**src/rtl/fifo_wr_stage.sv**
```systemverilog
// Write-side front end of the async FIFO: valid/ready input, two-entry skid buffer, guarded winc/wdata.
// Latency: a beat accepted at edge k with the output register empty is presented on winc/wdata in cycle k+1.
// Backpressure: winc held off while wfull or the decoded pointers show full; s_ready drops once the skid entry is occupied.
//
// Ports:
//   wclk, wrst              write clock, asynchronous active-high reset
//   s_valid/s_ready/s_data  producer stream (s_ready is registered)
//   winc, wdata             FIFO write strobe and write data
//   wfull, wptr, ws_rptr    full flag, Gray write pointer, synchronized Gray read pointer
//   wlevel, walmost_full    registered fill level and almost-full flag
//   wr_count                count of FIFO writes, wraps modulo 2^32
module fifo_wr_stage #(
   parameter int ASIZE = 4,
   parameter int DSIZE = 8,
   parameter int AFULL = 12
) (
   input  logic             wclk,
   input  logic             wrst,
   input  logic             s_valid,
   output logic             s_ready,
   input  logic [DSIZE-1:0] s_data,
   output logic             winc,
   output logic [DSIZE-1:0] wdata,
   input  logic             wfull,
   input  logic [ASIZE:0]   wptr,
   input  logic [ASIZE:0]   ws_rptr,
   output logic [ASIZE:0]   wlevel,
   output logic             walmost_full,
   output logic [31:0]      wr_count
);

   localparam logic [ASIZE:0] DEPTH_L = {1'b1, {ASIZE{1'b0}}};
   localparam logic [ASIZE:0] AFULL_L = (ASIZE+1)'(AFULL);

   logic [ASIZE:0]   wbin;
   logic [ASIZE:0]   rbin;
   logic [ASIZE:0]   lvl_now;
   logic             full_now;
   logic             stall;
   logic             acc;

   logic             out_valid;
   logic [DSIZE-1:0] out_data;
   logic             skid_valid;
   logic [DSIZE-1:0] skid_data;

   logic             out_valid_nxt;
   logic [DSIZE-1:0] out_data_nxt;
   logic             skid_valid_nxt;
   logic [DSIZE-1:0] skid_data_nxt;

   // Gray to binary: bit i is the XOR of all Gray bits from the MSB down to i.
   always_comb begin
      wbin = '0;
      rbin = '0;
      for (int i = 0; i <= ASIZE; i++) begin
         wbin[i] = ^(wptr >> i);
         rbin[i] = ^(ws_rptr >> i);
      end
   end

   // Modular subtraction at ASIZE+1 bits handles pointer wrap.
   assign lvl_now  = wbin - rbin;
   assign full_now = (lvl_now == DEPTH_L);

   // full_now covers the cycle where the pointer already shows full but the
   // registered wfull has not caught up yet.
   assign stall = wfull | full_now;
   assign winc  = out_valid & ~stall;
   assign wdata = out_data;
   assign acc   = s_valid & s_ready;

   always_comb begin
      out_valid_nxt  = out_valid;
      out_data_nxt   = out_data;
      skid_valid_nxt = skid_valid;
      skid_data_nxt  = skid_data;
      if (!out_valid || winc) begin
         if (skid_valid) begin
            // Skid holds the older beat; s_ready is low so no new beat can arrive.
            out_valid_nxt  = 1'b1;
            out_data_nxt   = skid_data;
            skid_valid_nxt = 1'b0;
         end else if (acc) begin
            out_valid_nxt = 1'b1;
            out_data_nxt  = s_data;
         end else begin
            out_valid_nxt = 1'b0;
         end
      end else if (acc) begin
         skid_valid_nxt = 1'b1;
         skid_data_nxt  = s_data;
      end
   end

   always_ff @(posedge wclk or posedge wrst) begin
      if (wrst) begin
         out_valid    <= 1'b0;
         out_data     <= '0;
         skid_valid   <= 1'b0;
         skid_data    <= '0;
         s_ready      <= 1'b1;
         wlevel       <= '0;
         walmost_full <= 1'b0;
         wr_count     <= '0;
      end else begin
         out_valid    <= out_valid_nxt;
         out_data     <= out_data_nxt;
         skid_valid   <= skid_valid_nxt;
         skid_data    <= skid_data_nxt;
         // Registered from the next skid state so s_ready is low in the very
         // cycle the skid entry becomes occupied.
         s_ready      <= ~skid_valid_nxt;
         wlevel       <= lvl_now;
         walmost_full <= (lvl_now >= AFULL_L);
         wr_count     <= wr_count + {31'd0, winc};
      end
   end

endmodule

```
**config.mk**
```make
export PLATFORM = sky130hd
export DESIGN_NAME = fifo_wr_stage
export DESIGN_NICKNAME = d
export VERILOG_FILES = /design/src/rtl/fifo_wr_stage.sv
export SDC_FILE = /design/constraint.sdc
export NUM_CORES = 1
export LEC_CHECK = 0
export BUFFER_PORTS_ARGS = -buffer_cell sky130_fd_sc_hd__buf_2
export CAP_MARGIN = 0
export CORE_MARGIN = 2
export CORE_UTILIZATION = 31
export DETAILED_ROUTE_END_ITERATION = 12
export PLACE_DENSITY = 0.59
export SLEW_MARGIN = 40
export SYNTH_ARGS = -nofsm -noshare
export SYNTH_HDL_FRONTEND = slang
export SYNTH_SLANG_ARGS = --single-unit
```
**constraint.sdc**
```tcl
create_clock -name wclk -period 2.2 [get_ports wclk]
set_input_delay 0 -clock wclk [delete_from_list [all_inputs] [get_ports wclk]]
set_output_delay 0 -clock wclk [all_outputs]
set_load 0.02 [all_outputs]
```
# Word-level counts from Yosys, hierarchy flattened
# Index checks and enable logic that the tools add are counted.
[word_totals]
regBits = 57
latch_bits = 0
ram_bits = 0
rom_bits = 0
inputBits = 22
out_inout_bits = 48
wordCells = 39
memories = 0
[classes]
add_sub_neg = 2
n_mul = 0
div_mod_pow = 0
magnitude_cmp = 1
n_eq_ne = 1
shifts = 0
n_mux = 6
bitwise = 6
n_reduce_logical = 15
[op_table]
columns = ["operator", "count"]
rows = [
  ["5-bit XOR reduction", 10],
  ["32-bit by 1-bit adder with 32-bit output", 1],
  ["8-bit two-way mux", 2],
  ["5-bit equality test (second input constant)", 1],
  ["5-bit by 4-bit greater-or-equal comparator with 1-bit output (second input constant)", 1],
  ["5-bit subtractor", 1],
  ["1-bit two-way mux", 4],
  ["2-bit AND reduction", 2],
  ["1-bit inverter", 3],
  ["1-bit AND", 2],
  ["2-bit nonzero test", 1],
  ["1-bit zero test", 1],
  ["1-bit logical OR", 1],
  ["1-bit OR", 1],
]

# Longest topological paths before layout
# Gate-level depths: netlist of run 1.
[logic_depth]
ltp_word = 9
depth_mapped = 18
ltp_nobuf = 17

# Worst setup path before layout of run 1
# No wires, ideal clock.
[synth_timing]
path_type = "input -> register"
startpoint = "in wptr[3]"
endpoint = "reg wr_count[26]"
setup_ns = 0.130
arrival_time_ns = 3.879
required_time_ns = 2.070
slack_ns = -1.809
stages = 18
n_path_buf = 1
cell_sequence = "xor2_1 > xnor2_1 > xor2_1 > xor2_1 > ha_1 > fa_1 > nand2b_1 > a21oi_2 > xor2_2 > nor3_4 > buf_6 > nor3_1 > ha_1 > ha_1 > nand2_1 > nor3_2 > nand3_1 > xnor2_1"
[synth_between]
elab_chain_len = 7
word_cells_on_any_way = 10
classes_between = "add/sub: 2; eq/ne: 1; bitwise: 3; reduce/logical: 4"
[synth_rtl]
columns = ["element", "line_no", "rtl"]
rows = [
  ["start: declaration", "25", "input logic [ASIZE:0] wptr,"],
  ["5-bit XOR reduction", "57", "wbin[i] = ^(wptr >> i);"],
  ["5-bit subtractor (*)", "63", "assign lvl_now = wbin - rbin;"],
  ["5-bit equality test (*)", "64", "assign full_now = (lvl_now == DEPTH_L);"],
  ["1-bit OR (*)", "68", "assign stall = wfull | full_now;"],
  ["1-bit inverter (*)", "69", "assign winc = out_valid & ~stall;"],
  ["1-bit AND (*)", "69", ""],
  ["net winc", "22", "output logic winc,"],
  ["32-bit by 1-bit adder with 32-bit output (*)", "116", "wr_count <= wr_count + {31'd0, winc};"],
  ["end signal: assignment", "116", ""],
  ["end: declaration", "29", "output logic [31:0] wr_count"],
]
# Mark *: on every way through the listed nets, which the timed path passes. The rest lies on a longest branch.
# A chain may end at the register's enable or synchronous reset.

# Final worst setup path of run 1
[layout_timing]
startpoint = "in wptr[4]"
endpoint = "reg wr_count[27]"
[layout_between]
elab_chain_len = 7
word_cells_on_any_way = 11
classes_between = "add/sub: 2; eq/ne: 1; bitwise: 3; reduce/logical: 5"
[layout_rtl]
columns = ["element", "line_no"]
rows = [
  ["5-bit XOR reduction", "57"],
  ["5-bit subtractor (*)", "63"],
  ["5-bit equality test (*)", "64"],
  ["1-bit OR (*)", "68"],
  ["1-bit inverter (*)", "69"],
  ["1-bit AND (*)", "69"],
  ["32-bit by 1-bit adder with 32-bit output (*)", "116"],
]
# Every way passes the cells marked *; elsewhere a longest branch is shown, timed or not.

==> results of run 1 <==
## report_power, final
| part | switching, µW | internal, µW |
|---|---|---|
| logic | 1270 | 929 |
| clock network | 439 | 696 |
| registers | 171 | 1310 |
## final timing paths
path	slack [ns]	startpoint	end
max	-0.66	wptr[4]	wr_count[27]$_DFF_PP0_
min	0.11	wfull	wr_count[0]$_DFF_PP0_
max reg2reg	0.28	s_ready$_DFF_PP1_	skid_data[1]$_DFFE_PP0P_
min reg2reg	0.46	wr_count[31]$_DFF_PP0_	wr_count[31]$_DFF_PP0_
max in group asynchronous	1.48	wrst	s_ready$_DFF_PP1_
min in group asynchronous	0.33	wrst	skid_data[4]$_DFFE_PP0P_
## what timing repair did
action,4_1_cts,5_1_grt
pin swaps,40,15
gates resized for setup,21,33
hold endpoints to repair,64,0
buffers inserted,11,5
endpoints found under the setup margin,53,52
gates cloned,0,0
hold buffers,9,0
## final cells by class
class                           instances  area, µm²  share of cell area
Multi-Input combinational cell        207       1830               0.396
Sequential cell                        57       1430               0.309
Timing Repair Buffer                  123        863               0.187
Tap cell                              133        166              0.0360
Clock buffer                           11        151              0.0328
Inverter                               27        106              0.0230
Clock inverter                          5       77.6              0.0168
## registers in the layout, indices dropped and copies added, names as in the netlist
signal	flops
walmost_full	1
out_valid	1
wr_count	32
wlevel	5
s_ready	1
wdata	8
skid_valid	1
skid_data	8
## cells in the final DEF, fill, tap and decap left out, drive strengths merged, types with 11 or more instances in the layout
cell type  instances
a21oi             26
a311oi            16
buf              114
clkbuf            11
dfrtp             56
inv               27
nand2             15
nand3             20
nor3              13
xnor2             27
xor2              15
## worst reg2reg max path, cell delays in order (launching register included)
cell and delay (ns):
dfstp_2 0.54, and2_1 0.51, nand3_1 0.15, or4_4 0.55, o311ai_4 0.09
## through the flow
stage	util	cell area (µm²)	std cells	hold slack, ns	total power [µW]
final	0.475	4620	563	0.111	4820
after global routing	0.475	4620	563	0.0929	5140
after CTS	0.452	4400	560	0.0970	4720
after detailed placement	0.403	3920	525	0.268	3440
after global placement	0.403	3920	525	0.252	3380
after floorplan	-	3230	306	0.136	2730
## logic make-up after synthesis
family / count (synthesis) / share of synthesized area
simple gates: 89 / 0.167
compound gates: 69 / 0.152
flops: 57 / 0.463
xor+xnor: 42 / 0.127
buf+inv: 42 / 0.0597
fa+ha+maj: 7 / 0.0309
## routing by layer
layer / vias up / GRT usage
li1: 1330 / -
met1: 1335 / 0.209
met2: 88 / 0.251
met3: 9 / 0.0503
met4: 0 / 0.0425
met5: - / 0
==> impl_metrics.py, run 1 <==
metrics = {
    "yosys": {
        "synth_top_area_frac": 0.455,
        "synth_area_um2": 3080,
        "synth_common_cells": "dfrtp_1, xnor2_1, a21oi_1",
        "yosysMostFrequentCell": "dfrtp_1",
        "syn_area_per_cell_um2": 10.1,
        "async_flop_share": 1.00,
        "synth_cell_type_count": 38,
        "synth_top_cell_by_area": "dfrtp_1",
        "netlist_instances": 306,
        "ys_ff_latch": 57,
        "syn_nets": 335,
        "synthTopCellsByArea": "dfrtp_1, xnor2_1, a311oi_1, a21oi_1, xor2_1",
        "ys_seq_area_frac": 0.463,
        "synth-edff-count": 0,
        "yosysWarnings": 0,
        "ys.flop_type": "dfrtp_1",
    },
    "routing": {
        "wl_met2_mm": 3.94,
        "vias": 2762,
        "maxUsedRoutingLayer": "met4",
        "met1_length_mm": 3.72,
        "route.detailed.drc": 0,
        "first_pass_iters": 4,
        "dr_wl_met3_um": 451,
        "routed_via_density": 4.91,
        "post_drt_wl_per_cell_um": 14.5,
        "drt_wl_total_mm": 8.18,
        "drtIter0Drc": 121,
        "ant_nets": 0,
    },
    "cts": {
        "cts_tree": "done",
        "path_clk_slew_ns": 0.07,
        "numClockSinks": 57,
        "cts_made_buffers": 9,
        "htree_num_levels": 3,
        "clock_latency_ns": 0.34,
        "clockBufferDepth": 2,
        "cts_root_buffer": "clkbuf_8",
    },
    "timing": {
        "skew_ns": 0.00805,
        "worst_pin_slew_ns": 0.653,
        "rsz0062_at_grt": "true",
        "slew_headroom": 0.563,
        "setup_viol": 50,
        "period_needed_ns": 2.86,
        "fmax_ghz": 0.350,
        "slew_viol_final": 0,
        "hold_violations": 0,
        "finalCritPeriodShare": 1.30,
        "layout_setup_ws_ns": -0.657,
        "setup_tns_ns": -22.18,
    },
    "worst_setup_path": {
        "crit_slowest_cell": "fa_2",
        "cp_cell_sequence": "buf_4 > xor2_4 > xnor2_2 > xor2_2 > xor2_1 > ha_2 > fa_2 > buf_4 > buf_6 > xor2_4 > nand3_4 > nor3_4 > nor3_4 > ha_4 > and2_4 > nand4_1 > nor2_4 > nand4_1 > xnor2_1",
        "crit_required_ns": 2.42,
        "path_buf_inv": 3,
        "cp.depth": 19,
        "ff2ff_path_depth": 4,
        "crit_path_max_incr_delay_ns": 0.35,
        "cp_max_fo": 6,
        "start_kind": "primary input",
        "path_class": "primary input to flop",
        "endpoint_kind": "flop",
        "critical-path-top-delay-family": "simple AND/OR/NAND/NOR gates",
        "cp.arrival_ns": 3.08,
    },
    "die": {
        "die_y_um": 104,
        "num_io_pins": 70,
        "coreArea_um2": 9730,
        "start_util": 0.317,
        "fp-row-count": 36,
        "die_w_um": 104,
        "die-area_um2": 10800,
    },
    "place": {
        "io_buffers": 69,
        "pre_cts_ws_ns": -1.30,
        "hpwl_mm": 5.43,
        "routabilityCongestion": 0.768,
    },
    "layout": {
        "diodes": 0,
        "area_delta_synth_final_pct": 50.0,
        "drive_above_1_share": 0.430,
        "nets": 454,
        "num-fill-cells": 918,
    },
    "run_status": {
        "violations": "negative setup slack",
        "status": "finished, violations left",
    },
    "power": {
        "power_density_nw_per_um2": 1040,
        "ir_drop_mv": 0.545,
        "leakagePower_uw": 0.00221,
    },
    "global_route": {
        "track_usage": 0.158,
        "grt_pass1_vias": 2773,
        "grt_pass1_wl_mm": 13.7,
        "antenna_found_initial": 0,
        "grt_max_degree": 58,
        "overflow": 0,
    },
    "hold_path": {
        "min-delay-path-class": "primary input to flop",
        "min_path_cells": 3,
    },
    "run": {
        "drv_cap": 0,
    },
}
Note: power is estimated with default switching activity, not from simulation.
==> run 2, diff against run 1 <==
--- a/config.mk
+++ b/config.mk
@@ -8,10 +8,11 @@
 export BUFFER_PORTS_ARGS = -buffer_cell sky130_fd_sc_hd__buf_2
 export CAP_MARGIN = 0
 export CORE_MARGIN = 2
-export CORE_UTILIZATION = 31
+export CORE_UTILIZATION = 49
 export DETAILED_ROUTE_END_ITERATION = 12
-export PLACE_DENSITY = 0.59
+export PLACE_DENSITY = 0.82
 export SLEW_MARGIN = 40
 export SYNTH_ARGS = -nofsm -noshare
 export SYNTH_HDL_FRONTEND = slang
 export SYNTH_SLANG_ARGS = --single-unit
+export TNS_END_PERCENT = 1
==> impl_metrics.py, run 2 (synthesized netlist as in run 1, its figures left out) <==
metrics = {
    "routing": {
        "drt_wl_total_mm": 7.54,
        "first_pass_iters": 5,
        "routed_via_density": 5.65,
        "post_drt_wl_per_cell_um": 15.4,
        "drtIter0Drc": 166,
        "ant_nets": 0,
        "vias": 2769,
        "route.detailed.drc": 0,
    },
    "layout": {
        "regMostFlops": "wr_count",
        "final_cell_area_um2": 4230,
        "multi_input_area_um2": 1640,
        "final_common_cell": "buf_2",
        "diodes": 0,
        "drive_above_1_share": 0.369,
        "num-fill-cells": 436,
        "largest_reg_flops": 32,
        "seqCellArea_um2": 1430,
        "fin_util": 0.705,
        "area_delta_synth_final_pct": 37.2,
        "nets": 440,
        "final_cell_mix": "buf_2, dfrtp_1, a21oi_1, buf_4, xnor2_1",
    },
    "global_route": {
        "antenna_found_initial": 0,
        "track_usage": 0.231,
        "grt_pass1_vias": 2647,
        "grt_pass1_wl_mm": 12.9,
        "overflow": 0,
        "grt_max_degree": 35,
    },
    "worst_setup_path": {
        "crit_required_ns": 2.41,
        "path_buf_inv": 1,
        "critical-path-top-delay-family": "simple AND/OR/NAND/NOR gates",
        "cp_cell_sequence": "buf_2 > xor2_4 > xnor2_2 > xor2_2 > xor2_1 > ha_2 > fa_2 > nand2b_4 > a21oi_4 > xor2_2 > nor3_4 > nor3_4 > ha_2 > and2_4 > nand4_1 > nor2_4 > nand4_1 > xnor2_1",
        "cp_max_fo": 6,
        "path_class": "primary input to flop",
        "r2r_setup_slack_ns": 0.35,
        "crit_slowest_cell": "fa_2",
        "cp.arrival_ns": 3.08,
        "ff2ff_path_depth": 5,
        "crit_path_max_incr_delay_ns": 0.34,
        "r2r-end": "skid_data[7]$_DFFE_PP0P_",
        "start_kind": "primary input",
        "endpoint_kind": "flop",
        "r2r_start": "out_valid$_DFFE_PP0P_",
    },
    "timing": {
        "setup_viol": 51,
        "slew_viol_final": 0,
        "skew_ns": 0.00970,
        "hold_violations": 0,
        "slew_headroom": 0.608,
        "fmax_ghz": 0.349,
        "worst_pin_slew_ns": 0.586,
        "finalCritPeriodShare": 1.30,
        "hold_ws_ns": 0.161,
        "rsz0062_at_grt": "true",
        "layout_setup_ws_ns": -0.662,
        "period_needed_ns": 2.86,
    },
    "hold_path": {
        "min-delay-path-class": "primary input to flop",
        "holdPathEnd": "wlevel[0]$_DFF_PP0_",
        "min_path_cells": 4,
        "worstHoldStart": "ws_rptr[0]",
    },
    "cts": {
        "numClockSinks": 57,
        "path_clk_slew_ns": 0.07,
        "clockBufferDepth": 2,
        "clock_latency_ns": 0.33,
        "cts_made_buffers": 9,
        "htree_num_levels": 3,
        "cts_root_buffer": "clkbuf_8",
        "cts_tree": "done",
    },
    "place": {
        "io_buffers": 69,
        "pre_cts_ws_ns": -1.27,
        "routabilityCongestion": 0.799,
        "hpwl_mm": 4.99,
        "placed_area_um2": 3780,
    },
    "die": {
        "die-area_um2": 6940,
        "die_w_um": 83.3,
        "die_y_um": 83.3,
        "fp-row-count": 28,
        "coreArea_um2": 5990,
        "num_io_pins": 70,
        "start_util": 0.514,
    },
    "power": {
        "leakagePower_uw": 0.00206,
        "ir_drop_mv": 0.576,
        "power_density_nw_per_um2": 1060,
    },
    "run_status": {
        "violations": "negative setup slack",
        "status": "finished, violations left",
    },
    "run": {
        "drv_cap": 0,
    },
}
-- run 2: changes by cell type in the layout (fill, tap and decap cells not counted), moves of 3 or more --
| cell | previous run | this run |
|---|---|---|
| buf_4 | 35 | 25 |
| buf_6 | 12 | 6 |
| o311ai_1 | 3 | 8 |
| or4_1 | 3 | 8 |
| or4_4 | 5 | 0 |
| nand3_1 | 14 | 18 |
| o311ai_4 | 3 | 0 |
| xnor2_1 | 20 | 23 |
| xnor2_2 | 6 | 3 |
-- run 2: repair_timing --
item / in CTS / in global routing
resized for setup: 22 / 6
setup buffers: 5 / 0
gates cloned: 0 / 0
setup endpoints to repair: 53 / 53
pin swaps: 34 / 14
hold buffers: 9 / 0
endpoints found under the hold margin: 32 / 0
-- run 2: metrics by stage --
| stage | cells | TNS, ns | power (µW) |
|---|---|---|---|
| floorplan | 306 | -41.68 | 2700 |
| global placement | 462 | -39.72 | 3280 |
| detailed placement | 462 | -46.97 | 3340 |
| CTS | 490 | -19.29 | 4490 |
| global route | 490 | -28.37 | 4790 |
| finish | 490 | -19.00 | 4490 |
-- run 2: worst min-delay path, stage by stage --
cell and delay (ns):
buf_2 0.09, xnor2_1 0.11, ha_2 0.16, inv_1 0.07
-- run 2: worst max path at each step --
stage	slack, ns	startpoint	depth (start not counted)	endpoint
2_1_floorplan	-1.36	ws_rptr[3]	18	wr_count[27]$_DFF_PP0_
3_3_place_gp	-1.11	ws_rptr[3]	18	wr_count[27]$_DFF_PP0_
3_5_place_dp	-1.27	ws_rptr[3]	18	wr_count[27]$_DFF_PP0_
4_1_cts	-0.68	ws_rptr[4]	18	wr_count[27]$_DFF_PP0_
5_1_grt	-0.88	wptr[4]	18	wr_count[27]$_DFF_PP0_
6_report	-0.66	wptr[4]	18	wr_count[27]$_DFF_PP0_
-- run 2: area by class of cell --
type / count / area share
clock buffer: 13 / 0.0423
clock inverter: 2 / 0.00829
inverter: 27 / 0.0252
multi-input combinational: 207 / 0.389
sequential: 57 / 0.338
tap: 75 / 0.0222
timing repair buffer: 109 / 0.175
-- run 2: power breakdown --
part	leakage [µW]	switching (µW)	internal [µW]
combinational	0.00124	1150	806
clock	0.000112	405	639
sequential	0.000708	175	1310
total	0.00206	1730	2760
-- run 2: layer usage --
layer  up-vias  GRT usage  part of all wire
met5         -          0                 0
met4         0     0.0820             0.019
met3        12     0.0577             0.081
met2       145      0.365              0.49
met1      1315      0.311              0.41
li1       1297          -                 -
